$ cat src/rtl/fifo_to_packet.sv
// Purpose : pulls N words from a show-ahead-less FIFO and assembles them into one P-bit packet.
// Latency : request sampled at edge k -> words read on edges k+1..k+N -> oPacketDone between k+N+2 and k+N+3.
// Backpr. : iRdEmpty stalls the read strobe indefinitely; requests while busy are rejected with oErr.
//
// Ports:
//   iClk, iRst          clock, asynchronous active-high reset
//   iPacketRd           one-cycle request to assemble a packet
//   oPacketData         assembled packet, first FIFO word in the lowest W bits
//   oPacketDone         one-cycle pulse when the packet is complete
//   oBusy               high from an accepted request until the done cycle ends
//   oErr                one-cycle pulse when a request is rejected
//   oRdEn/iRdEmpty      FIFO read strobe and empty flag
//   iRdData             FIFO read data, valid the cycle after oRdEn
`timescale 1ns/1ps

module fifo_to_packet #(
  parameter int pPacketSize    = 64,
  parameter int pFifoDataWidth = 2
) (
  input  logic                     iClk,
  input  logic                     iRst,
  input  logic                     iPacketRd,
  output logic [pPacketSize*8-1:0] oPacketData,
  output logic                     oPacketDone,
  output logic                     oBusy,
  output logic                     oErr,
  output logic                     oRdEn,
  input  logic                     iRdEmpty,
  input  logic [pFifoDataWidth*8-1:0] iRdData
);

  localparam int W     = pFifoDataWidth * 8;
  localparam int P     = pPacketSize * 8;
  localparam int N     = pPacketSize / pFifoDataWidth;
  localparam int CNT_W = $clog2(N + 1);

  generate
    if ((pPacketSize % pFifoDataWidth) != 0) begin : g_bad_size
      $error("fifo_to_packet: pPacketSize must be a multiple of pFifoDataWidth");
    end
  endgenerate

  typedef enum logic [1:0] {IDLE, READ, DRAIN, DONE} state_t;

  state_t           state;
  logic [CNT_W-1:0] issued;   // words requested from the FIFO
  logic [CNT_W-1:0] cap;      // words written into the packet
  logic             rd_vld;   // iRdData holds a word this cycle
  logic [P-1:0]     data;
  logic             err;

  // The strobe is combinational so the FIFO sees it in the same cycle the
  // empty flag drops; it can never fire outside READ or past N issues.
  assign oRdEn       = (state == READ) && !iRdEmpty && (issued < CNT_W'(N));
  assign oBusy       = (state != IDLE);
  assign oPacketDone = (state == DONE);
  assign oPacketData = data;
  assign oErr        = err;

  always_ff @(posedge iClk or posedge iRst) begin
    if (iRst) begin
      state  <= IDLE;
      issued <= '0;
      cap    <= '0;
      rd_vld <= 1'b0;
      data   <= '0;
      err    <= 1'b0;
    end else begin
      rd_vld <= oRdEn;
      // DONE counts as busy, so a request coinciding with oPacketDone is rejected.
      err    <= iPacketRd && (state != IDLE);

      if (rd_vld) begin
        data[cap*W +: W] <= iRdData;
        cap              <= cap + CNT_W'(1);
      end

      case (state)
        IDLE: begin
          if (iPacketRd) begin
            state  <= READ;
            issued <= '0;
            cap    <= '0;
          end
        end
        READ: begin
          if (oRdEn) begin
            issued <= issued + CNT_W'(1);
            // Leave READ on the edge that issues the last word.
            if (issued == CNT_W'(N - 1)) begin
              state <= DRAIN;
            end
          end
        end
        DRAIN: begin
          // The final word lands one edge after its strobe; wait for it.
          if (cap == CNT_W'(N)) begin
            state <= DONE;
          end
        end
        DONE: begin
          state <= IDLE;
        end
        default: begin
          state <= IDLE;
        end
      endcase
    end
  end

endmodule

$ cat config.mk
export PLATFORM = sky130hd
export DESIGN_NAME = fifo_to_packet
export DESIGN_NICKNAME = d
export VERILOG_FILES = /design/src/rtl/fifo_to_packet.sv
export SDC_FILE = /design/constraint.sdc
export NUM_CORES = 1
export LEC_CHECK = 0
export BUFFER_PORTS_ARGS = -buffer_cell sky130_fd_sc_hd__clkbuf_2
export CORE_AREA = 2 2 206 208
export DETAILED_ROUTE_END_ITERATION = 8
export DIE_AREA = 0 0 208 210
export PLACE_DENSITY = 0.88
export SETUP_SLACK_MARGIN = 0.3
export SLEW_MARGIN = 20
export SYNTH_ARGS = -nofsm -noshare
export SYNTH_HDL_FRONTEND = slang
export SYNTH_SLANG_ARGS = --single-unit
$ cat constraint.sdc
create_clock -name iClk -period 34.5 [get_ports iClk]
set_input_delay 6.9 -clock iClk [delete_from_list [all_inputs] [get_ports iClk]]
set_output_delay 6.9 -clock iClk [all_outputs]
set_load 0.02 [all_outputs]
---- Word level (Yosys, flattened, before mapping) ----
Cells that the tools add are included.
word-level totals
  bits in registers ....................... 528
  word-level logic and storage cells ...... 42
operators by class
  add/sub/neg operators ................... 3
  magnitude comparators ................... 1
  equality and inequality tests ........... 9
  shift-type cells ........................ 2
  multiplexer cells ....................... 12
  reduce and logical (&&, ||, !) cells .... 9
operators by type and width
  kind                                                      number
  bitwise mux 512 bit                                       1
  variable shift 16 x 34 -> 512 bit (first input constant)  1
  variable part select 16 x 34 -> 512 bit                   1
  negator 10 -> 34 bit                                      1
  2-to-1 mux 6 bit                                          5
  adder 6 x 1 -> 6 bit (second input constant)              2
  one-hot mux 6 bit (2 select lines)                        1
  2-to-1 mux 2 bit                                          4
  one-hot mux 2 bit (4 select lines)                        1
  == test 6 x 5 -> 1 bit (second input constant)            1
  == test 6 bit (second input constant)                     1
  < comparator 6 bit (second input constant)                1
  inequality test 2 bit (second input constant)             3
  == test 2 bit (second input constant)                     2
  AND reduction 4 bit                                       1
  nonzero test 2 bit                                        2
  logical AND 1 bit                                         3
  AND reduction 3 bit                                       1
  == test 2 x 1 -> 1 bit (second input constant)            1
  zero test 2 bit                                           1
  inequality test 2 x 1 -> 1 bit (second input constant)    1
  zero test 1 bit                                           1

---- Depth between registers and ports, before layout ----
Gate-level depths: netlist (run 1).
  word-level depth ........................ 5
  mapped depth ............................ 11
  gate-level depth less buffers ........... 7

---- Least setup slack after synthesis (run 1) ----
No wires, ideal clock.
  path type ............................... input -> output
  from .................................... in iRdEmpty
  to ...................................... out oRdEn
  arrival ................................. 7.562 ns
  required time ........................... 27.600 ns
  path slack .............................. 20.038 ns
  cell stages on the path ................. 1
  path through ............................ nor3b_1
between the ends
  longest elaborated chain between the ends .. 3
RTL lines
  item                             RTL line  RTL
  start, declared                  28        input logic iRdEmpty,
  zero test 1 bit                  54        assign oRdEn = (state == READ) && !iRdEmpty && (issued < CNT_W'(N));
  logical AND 1 bit (2 in series)  54
  end, declared                    27        output logic oRdEn,
No other way between the ends.

---- Worst setup path in the final report (run 1) ----
Same ends and word-level chain as after synthesis.

==> impl_metrics.yaml, run 1 <==
run_status:
  status: "complete, no violations"
die:
  core_area_sq_um: 41480
  die_w_microns: 208
  die_height_microns: 210
  start_util_pct: 54.32
  ioPinCount: 536
  rows: 75
  die-area_sq_um: 43680
clock_tree:
  cts.sinks: 528
  post_cts_buffers: 0
  h-tree-depth: 2
  clk_pin_slew_ns: 0.06
  cts_tree: "yes"
  cts_buffer_depth: 3
  clock_latency_ns: 0.60
  cts_resized: 0
  postCtsHoldBufs: 0
  cts_made_buffers: 51
  cts_root_buffer: "clkbuf_16"
worst_setup_path:
  endpoint_kind: "output port"
  crit_fanout: 4
  r2r-end: "oPacketData[80]"
  worstPathRequired_ns: 27.60
  rr_worst_depth: 7
  start_kind: "input port"
  crit_type: "in -> out"
  crit_arrival_ns: 7.60
  r2r_slack_ns: 30.34
  r2r-start: "cap[2]"
synthesis:
  async_flop_share_pct: 100.0
  yosys.area_share.simple_pct: 10.52
  synth_top_area_share_pct: 58.64
  synth_mux_area_share_pct: 22.33
  synth_top_cells_by_count: "dfrtp_1, mux2_2, inv_1"
  yosys-top-cells-area: "dfrtp_1, mux2_2, mux2i_1, inv_1, nor3_1"
  synth_seq_cells: 528
  synth_most_common_cell: "dfrtp_1"
  synth_top_family_by_area: "multiplexers"
  synth-edff-count: 0
  synth_nets: 1776
  synthesis.instances: 1748
  seq_area_frac_synth_pct: 58.64
  synth_top_flop_cell: "dfrtp_1"
  yosys_warnings: 0
  synth_fa_ha_area_share_pct: 0.4443
  synth_top_area_cell: "dfrtp_1"
  ys_types: 61
  syn_area_sq_um: 22530
  synth_xor_area_share_pct: 0.4498
  avgSynthCellArea_sq_um: 12.89
  synth_compound_area_share_pct: 3.321
timing:
  fin_crit_sh_pct: 42.04
  setup_slack_ns: 20.00
  fmax_mhz: 68.95
  worstMarginPinSlew_ns: 1.043
  post-route-min-period_ns: 14.50
  final-hold-violation-count: 0
  max_slew_margin_pct: 29.90
  slew_violations: 0
  grt_setup_unrepaired: "no"
  fin_skew_ns: 0.02315
  hold_ws_ns: 0.4878
  fin_setup_tns_ns: 0
  setup_viol: 0
routing:
  wire_per_inst_microns: 25.63
  drt_wl_total_mm: 71.78
  vias: 16650
  via_per_inst: 5.943
  antenna_left: 0
  wl_met1_mm: 27.17
  routed.top_layer: "met4"
  dr.pass1.iters: 5
  wl_met2_mm: 35.19
  drt_iter0_markers: 1574
  drc: 0
  routed-wl-met3_mm: 5.972
layout:
  antennaDiodeCount: 0
  syn2layout_area_growth_pct: 20.41
  design_area_sq_um: 27130
  regArea_sq_um: 13210
  nFillCells: 2969
  multiInputGateArea_sq_um: 8444
  final_layout_size_suffix_gt1_share_pct: 47.21
  final_nets: 2262
  final_util_pct: 65.41
place:
  io_buffers: 535
  dp_hpwl_mm: 47.85
  pre_cts_slack_ns: 20.00
  globalplace.congestion: 0.8506
  placed_cell_area_sq_um: 25550
global_route:
  grt_pass1_vias: 16980
  grt_pass1_wl_mm: 107.1
  antenna_found_initial: 4
  grt_overflow_total: 0
  grt_max_degree: 172
  grt.total_usage_pct: 32.42
hold_path:
  min_delay_path_depth: 1
  hold_class: "reg -> reg"
  hold_start: "oPacketData[308]"
  hold_end: "oPacketData[308]"
flow_run:
  drv_cap: 0
power:
  power.density_nw_per_um2: 78.63
  peakVddDrop_v: 0.00007404
  p_leak_nw: 14.49
==> cell families after synthesis <==
kind of cell / after synthesis
flops: 528
mux: 456
simple gates: 413
buf+inv: 225
compound gates: 109
xor+xnor: 9
fa+ha+maj: 8
==> sequential cells by signal, indices dropped and copies added, names as in the netlist <==
name / count
issued: 6
state: 2
oErr: 1
cap: 6
rd_vld: 1
oPacketData: 512
==> how the worst max path moves through the flow <==
stage | startpoint | to | slack, ns | cells after the start
final | iRdEmpty | oRdEn | 20.00 | 3
after global routing | iRdEmpty | oRdEn | 19.95 | 3
after CTS | iRdEmpty | oRdEn | 20.00 | 3
after detailed placement | iRdEmpty | oRdEn | 20.00 | 3
after global placement | iRdEmpty | oRdEn | 20.00 | 3
after floorplan | iRst | cap[0] | 12.85 | 1
==> worst max-delay path, cell delays in order <==
cell and delay, ns:
clkbuf_2 0.09, nor3b_1 0.37, clkbuf_2 0.25
==> area by class of cell <==
| cell class | count | area share (%) |
|---|---|---|
| clock inverter | 11 | 0.4658 |
| multi-input combinational | 995 | 31.13 |
| sequential | 528 | 48.70 |
| clock buffer | 70 | 5.193 |
| timing repair buffer | 554 | 10.54 |
| inverter | 104 | 1.485 |
| tap | 539 | 2.486 |
==> metal layers <==
| layer | up-vias | track usage [%] |
|---|---|---|
| met5 | - | 0 |
| met4 | 0 | 15.63 |
| met3 | 199 | 7.807 |
| met2 | 833 | 53.06 |
| met1 | 8620 | 40.86 |
| li1 | 6995 | - |
==> power breakdown <==
part	switching (mW)	internal [mW]	total, mW	leakage, nW
clock network	0.232	0.298	0.531	0.750
registers	0.0813	0.741	0.823	6.95
logic	0.547	0.233	0.780	6.79
==> stage by stage <==
| step | total power [mW] | instances |
|---|---|---|
| finish | 2.133 | 2801 |
| detailed placement | 1.595 | 2719 |
| global route | 2.219 | 2801 |
| CTS | 2.127 | 2800 |
| global placement | 1.566 | 2718 |
| floorplan | 1.300 | 1748 |
==> placed cells by master, fill, tap and decap left out, types with 52 or more instances in the layout <==
cell type  instances
clkbuf_16         52
clkbuf_2         535
dfrtp_1          528
inv_1            103
mux2_2           363
mux2i_1           92
nand2_1           69
nor2_1            67
nor3_1            66
o21ai_0           64
Note: power is estimated with default switching activity, not from simulation.
==> inputs of run 2 (changes only) <==
--- a/config.mk
+++ b/config.mk
@@ -6,10 +6,9 @@
 export NUM_CORES = 1
 export LEC_CHECK = 0
 export BUFFER_PORTS_ARGS = -buffer_cell sky130_fd_sc_hd__clkbuf_2
-export CORE_AREA = 2 2 206 208
+export CORE_UTILIZATION = 49
 export DETAILED_ROUTE_END_ITERATION = 8
-export DIE_AREA = 0 0 208 210
-export PLACE_DENSITY = 0.88
+export PLACE_DENSITY = 0.84
 export SETUP_SLACK_MARGIN = 0.3
 export SLEW_MARGIN = 20
 export SYNTH_ARGS = -nofsm -noshare
==> constraint.sdc (replaced) <==
create_clock -name iClk -period 11.7 [get_ports iClk]
set_input_delay 2.34 -clock iClk [delete_from_list [all_inputs] [get_ports iClk]]
set_output_delay 2.34 -clock iClk [all_outputs]
set_load 0.02 [all_outputs]
==> impl_metrics.yaml, run 2 (synthesis results as in run 1) <==
clock_tree:
  cts.sinks: 528
  clock_latency_ns: 0.60
  cts_buffer_depth: 3
  h-tree-depth: 2
  post_cts_buffers: 0
  postCtsHoldBufs: 0
  cts_root_buffer: "clkbuf_16"
  cts_made_buffers: 54
  cts_resized: 0
  clk_pin_slew_ns: 0.06
  cts_tree: "yes"
run_status:
  status: "complete, no violations"
die:
  die_height_microns: 216.4
  rows: 78
  die-area_sq_um: 46840
  start_util_pct: 49.65
  die_w_microns: 216.4
  ioPinCount: 536
  core_area_sq_um: 45380
global_route:
  grt.total_usage_pct: 30.65
  grt_pass1_vias: 16840
  grt_overflow_total: 0
  antenna_found_initial: 5
  grt_pass1_wl_mm: 106.8
  grt_max_degree: 182
worst_setup_path:
  endpoint_kind: "output port"
  r2r-end: "oPacketData[421]"
  crit_arrival_ns: 3.05
  rr_worst_depth: 7
  r2r_slack_ns: 7.26
  start_kind: "input port"
  crit_fanout: 4
  r2r-start: "cap[2]"
  worstPathRequired_ns: 9.36
  crit_type: "in -> out"
routing:
  antenna_left: 0
  drc: 0
  wire_per_inst_microns: 25.25
  vias: 16520
  dr.pass1.iters: 8
  drt_iter0_markers: 1372
  drt_wl_total_mm: 72.65
  via_per_inst: 5.740
timing:
  final-hold-violation-count: 0
  fin_crit_sh_pct: 46.09
  fmax_mhz: 185.4
  max_slew_margin_pct: 24.57
  setup_slack_ns: 6.308
  fin_skew_ns: 0.01980
  worstMarginPinSlew_ns: 1.131
  grt_setup_unrepaired: "no"
  slew_violations: 0
  post-route-min-period_ns: 5.392
  fin_setup_tns_ns: 0
  hold_ws_ns: 0.4855
  setup_viol: 0
place:
  dp_hpwl_mm: 48.44
  placed_cell_area_sq_um: 25640
  pre_cts_slack_ns: 6.321
  globalplace.congestion: 0.8561
  io_buffers: 535
flow_run:
  drv_cap: 0
layout:
  largest_register_ffs: 512
  final_layout_size_suffix_gt1_share_pct: 47.89
  final_common_cell: "clkbuf_2"
  syn2layout_area_growth_pct: 21.86
  design_area_sq_um: 27460
  nFillCells: 3474
  final_nets: 2264
  final_cell_mix: "clkbuf_2, dfrtp_1, mux2_2, inv_1, mux2i_1"
hold_path:
  min_delay_path_depth: 1
  hold_end: "oPacketData[295]"
  hold_class: "reg -> reg"
  hold_start: "oPacketData[295]"
power:
  peakVddDrop_v: 0.0001554
  p_leak_nw: 14.63
  power.density_nw_per_um2: 235.4
run 2: changes by cell type in the layout (fill, tap and decap cells not counted), sizes merged:
cell,previous run,this run
clkbuf,605,606
clkinvlp,1,2
bufinv,2,5
inv,105,107
diode,0,1
clkinv,7,15
buf,19,18
run 2: report_power, final:
part | internal (mW) | switching, mW
combinational | 0.675 | 1.61
clock | 1.03 | 0.719
sequential | 2.19 | 0.237
total | 3.89 | 2.57
run 2: worst max path at each step:
stage	startpoint	end	slack [ns]
2_1_floorplan	iRst	cap[0]	2.18
3_3_place_gp	iRdEmpty	oRdEn	6.32
3_5_place_dp	iRdEmpty	oRdEn	6.32
4_1_cts	iRdEmpty	oRdEn	6.33
5_1_grt	iRdEmpty	oRdEn	6.27
6_report	iRdEmpty	oRdEn	6.31
run 2: metrics by stage:
step	power [mW]	utilization (%)	instances
5_1_grt	6.722	60.50	2876
3_5_place_dp	4.727	56.49	2780
4_1_cts	6.488	60.48	2876
2_1_floorplan	3.834	-	1748
6_report	6.464	60.50	2877
3_3_place_gp	4.641	56.47	2779
run 2: area by class of cell:
class | count | area, sq um | share of cell area [%]
Antenna cell | 1 | 2.502 | 0.009114
Clock buffer | 71 | 1536 | 5.596
Clock inverter | 25 | 274.0 | 0.9980
Inverter | 104 | 394.1 | 1.435
Multi-Input combinational cell | 995 | 8444 | 30.76
Sequential cell | 528 | 13210 | 48.12
Tap cell | 600 | 750.7 | 2.734
Timing Repair Buffer | 553 | 2841 | 10.35
run 2: critical path, cell delays in order:
cell	delay [ns]
clkbuf_2	0.09
nor3b_1	0.37
clkbuf_2	0.25
run 2: metal layers:
layer  share of wire, %  track usage [%]
met3                8.9            7.635
met2                 47            49.52
met5                  0                0
met4                5.0            14.62
met1                 39            38.71
==> inputs of run 3 (changes only) <==
==> constraint.sdc (replaced) <==
create_clock -name iClk -period 4.8 [get_ports iClk]
set_input_delay 0.96 -clock iClk [delete_from_list [all_inputs] [get_ports iClk]]
set_output_delay 0.96 -clock iClk [all_outputs]
set_load 0.02 [all_outputs]
==> impl_metrics.yaml, run 3 (synthesis results as in run 1) <==
layout:
  final_nets: 2279
  antennaDiodeCount: 0
  syn2layout_area_growth_pct: 22.52
  final_util_pct: 60.83
  final_cell_mix: "clkbuf_2, dfrtp_1, mux2_2, inv_1, mux2i_1"
  final_layout_size_suffix_gt1_share_pct: 48.19
  final_common_cell: "clkbuf_2"
  largest_register_ffs: 512
  design_area_sq_um: 27600
clock_tree:
  cts_root_buffer: "clkbuf_16"
  cts_resized: 0
  clk_pin_slew_ns: 0.06
  clock_latency_ns: 0.60
  cts.sinks: 528
  cts_buffer_depth: 3
  post_cts_buffers: 0
  cts_tree: "yes"
  cts_made_buffers: 51
  postCtsHoldBufs: 0
  h-tree-depth: 2
worst_setup_path:
  worstPathRequired_ns: 5.29
  crit_fanout: 16
  r2r_slack_ns: 0.96
  path_cells: "nor3_2 -> nor3b_1 -> ha_1 -> nand3_1 -> mux2i_4 -> buf_4 -> nand3_2 -> mux2i_1"
  crit_arrival_ns: 4.34
  r2r-end: "oPacketData[385]"
  cpMaxStageDelayCell: "nor3_2"
  rr_worst_depth: 8
  r2r-start: "cap[2]"
  critPathTopFamily: "simple AND/OR/NAND/NOR gates"
  slowest_delay_ns: 0.74
  path_buf_inv: 1
  endpoint_kind: "register"
  crit_type: "reg -> reg"
  start_kind: "register"
die:
  rows: 78
  ioPinCount: 536
  core_area_sq_um: 45380
  die-area_sq_um: 46840
  die_w_microns: 216.4
  die_height_microns: 216.4
  start_util_pct: 49.65
routing:
  antenna_left: 0
  via_per_inst: 5.778
  drt_wl_total_mm: 73.62
  vias: 16720
  drt_iter0_markers: 1246
  drc: 0
  dr.pass1.iters: 8
  wire_per_inst_microns: 25.45
timing:
  setup_viol: 0
  grt_setup_unrepaired: "no"
  final-hold-violation-count: 0
  slew_violations: 0
  fin_skew_ns: 0.02469
  max_slew_margin_pct: 31.18
  fin_crit_sh_pct: 80.09
  post-route-min-period_ns: 3.845
  fmax_mhz: 260.1
  worstMarginPinSlew_ns: 1.032
  fin_setup_tns_ns: 0
hold_path:
  hold_class: "reg -> reg"
  hold_end: "oPacketData[11]"
  min_delay_path_depth: 1
  hold_start: "oPacketData[11]"
run_status:
  status: "complete, no violations"
place:
  globalplace.congestion: 0.8730
  dp_hpwl_mm: 50.19
  io_buffers: 535
  placed_cell_area_sq_um: 25820
global_route:
  grt.total_usage_pct: 31.20
  antenna_found_initial: 4
  grt_overflow_total: 0
  grt_pass1_wl_mm: 109.6
  grt_max_degree: 116
  grt_pass1_vias: 17520
power:
  p_leak_nw: 14.71
  power.density_nw_per_um2: 570.4
  peakVddDrop_v: 0.0004700
flow_run:
  drv_cap: 0
## run 3: cell count changes in the layout (fill, tap and decap cells not counted), sizes merged
cell      delta
diode        -1
buf         +18
clkbuf       +4
inv          -3
clkinv       -4
clkinvlp     +3
bufinv       -1
## run 3: final cells by class
cell class	count	area (sq um)
clock buffer	75	1548
clock inverter	20	225.2
fill	3422	17780
inverter	104	394.1
multi-input combinational	995	8443
sequential	528	13210
tap	600	750.7
timing repair buffer	571	3030
## run 3: metal layers
| layer | global-route usage (%) | wire length (microns) |
|---|---|---|
| met1 | 38.76 | 28680 |
| met3 | 8.870 | 6306 |
| met4 | 15.07 | 3656 |
| met2 | 50.19 | 34970 |
| met5 | 0 | 0 |
## run 3: per-stage QoR
stage               instances  worst slack (ns)  hold WS, ns  power (mW)
finish                   2893            0.9555       0.4904       15.75
global route             2893            0.7684       0.5051       16.38
CTS                      2893            0.8847       0.4924       15.75
detailed placement       2798            0.8933       0.4783       11.54
global placement         2796             1.076       0.4736       11.29
floorplan                1748            -3.336       0.4690       9.345
## run 3: how the worst max path moves through the flow
| stage | start | end | slack [ns] | depth (start not counted) |
|---|---|---|---|---|
| finish | cap[2] | oPacketData[385] | 0.96 | 8 |
| global route | cap[2] | oPacketData[385] | 0.77 | 8 |
| CTS | cap[0] | oPacketData[377] | 0.88 | 6 |
| detailed placement | cap[0] | oPacketData[377] | 0.89 | 6 |
| global placement | cap[0] | oPacketData[376] | 1.08 | 6 |
| floorplan | iRst | cap[0] | -3.34 | 1 |
## run 3: where the power goes
part / internal, mW / total (mW) / switching [mW]
logic: 1.69 / 5.63 / 3.94
clock network: 2.45 / 4.20 / 1.75
registers: 5.33 / 5.92 / 0.592
total: 9.47 / 15.7 / 6.27
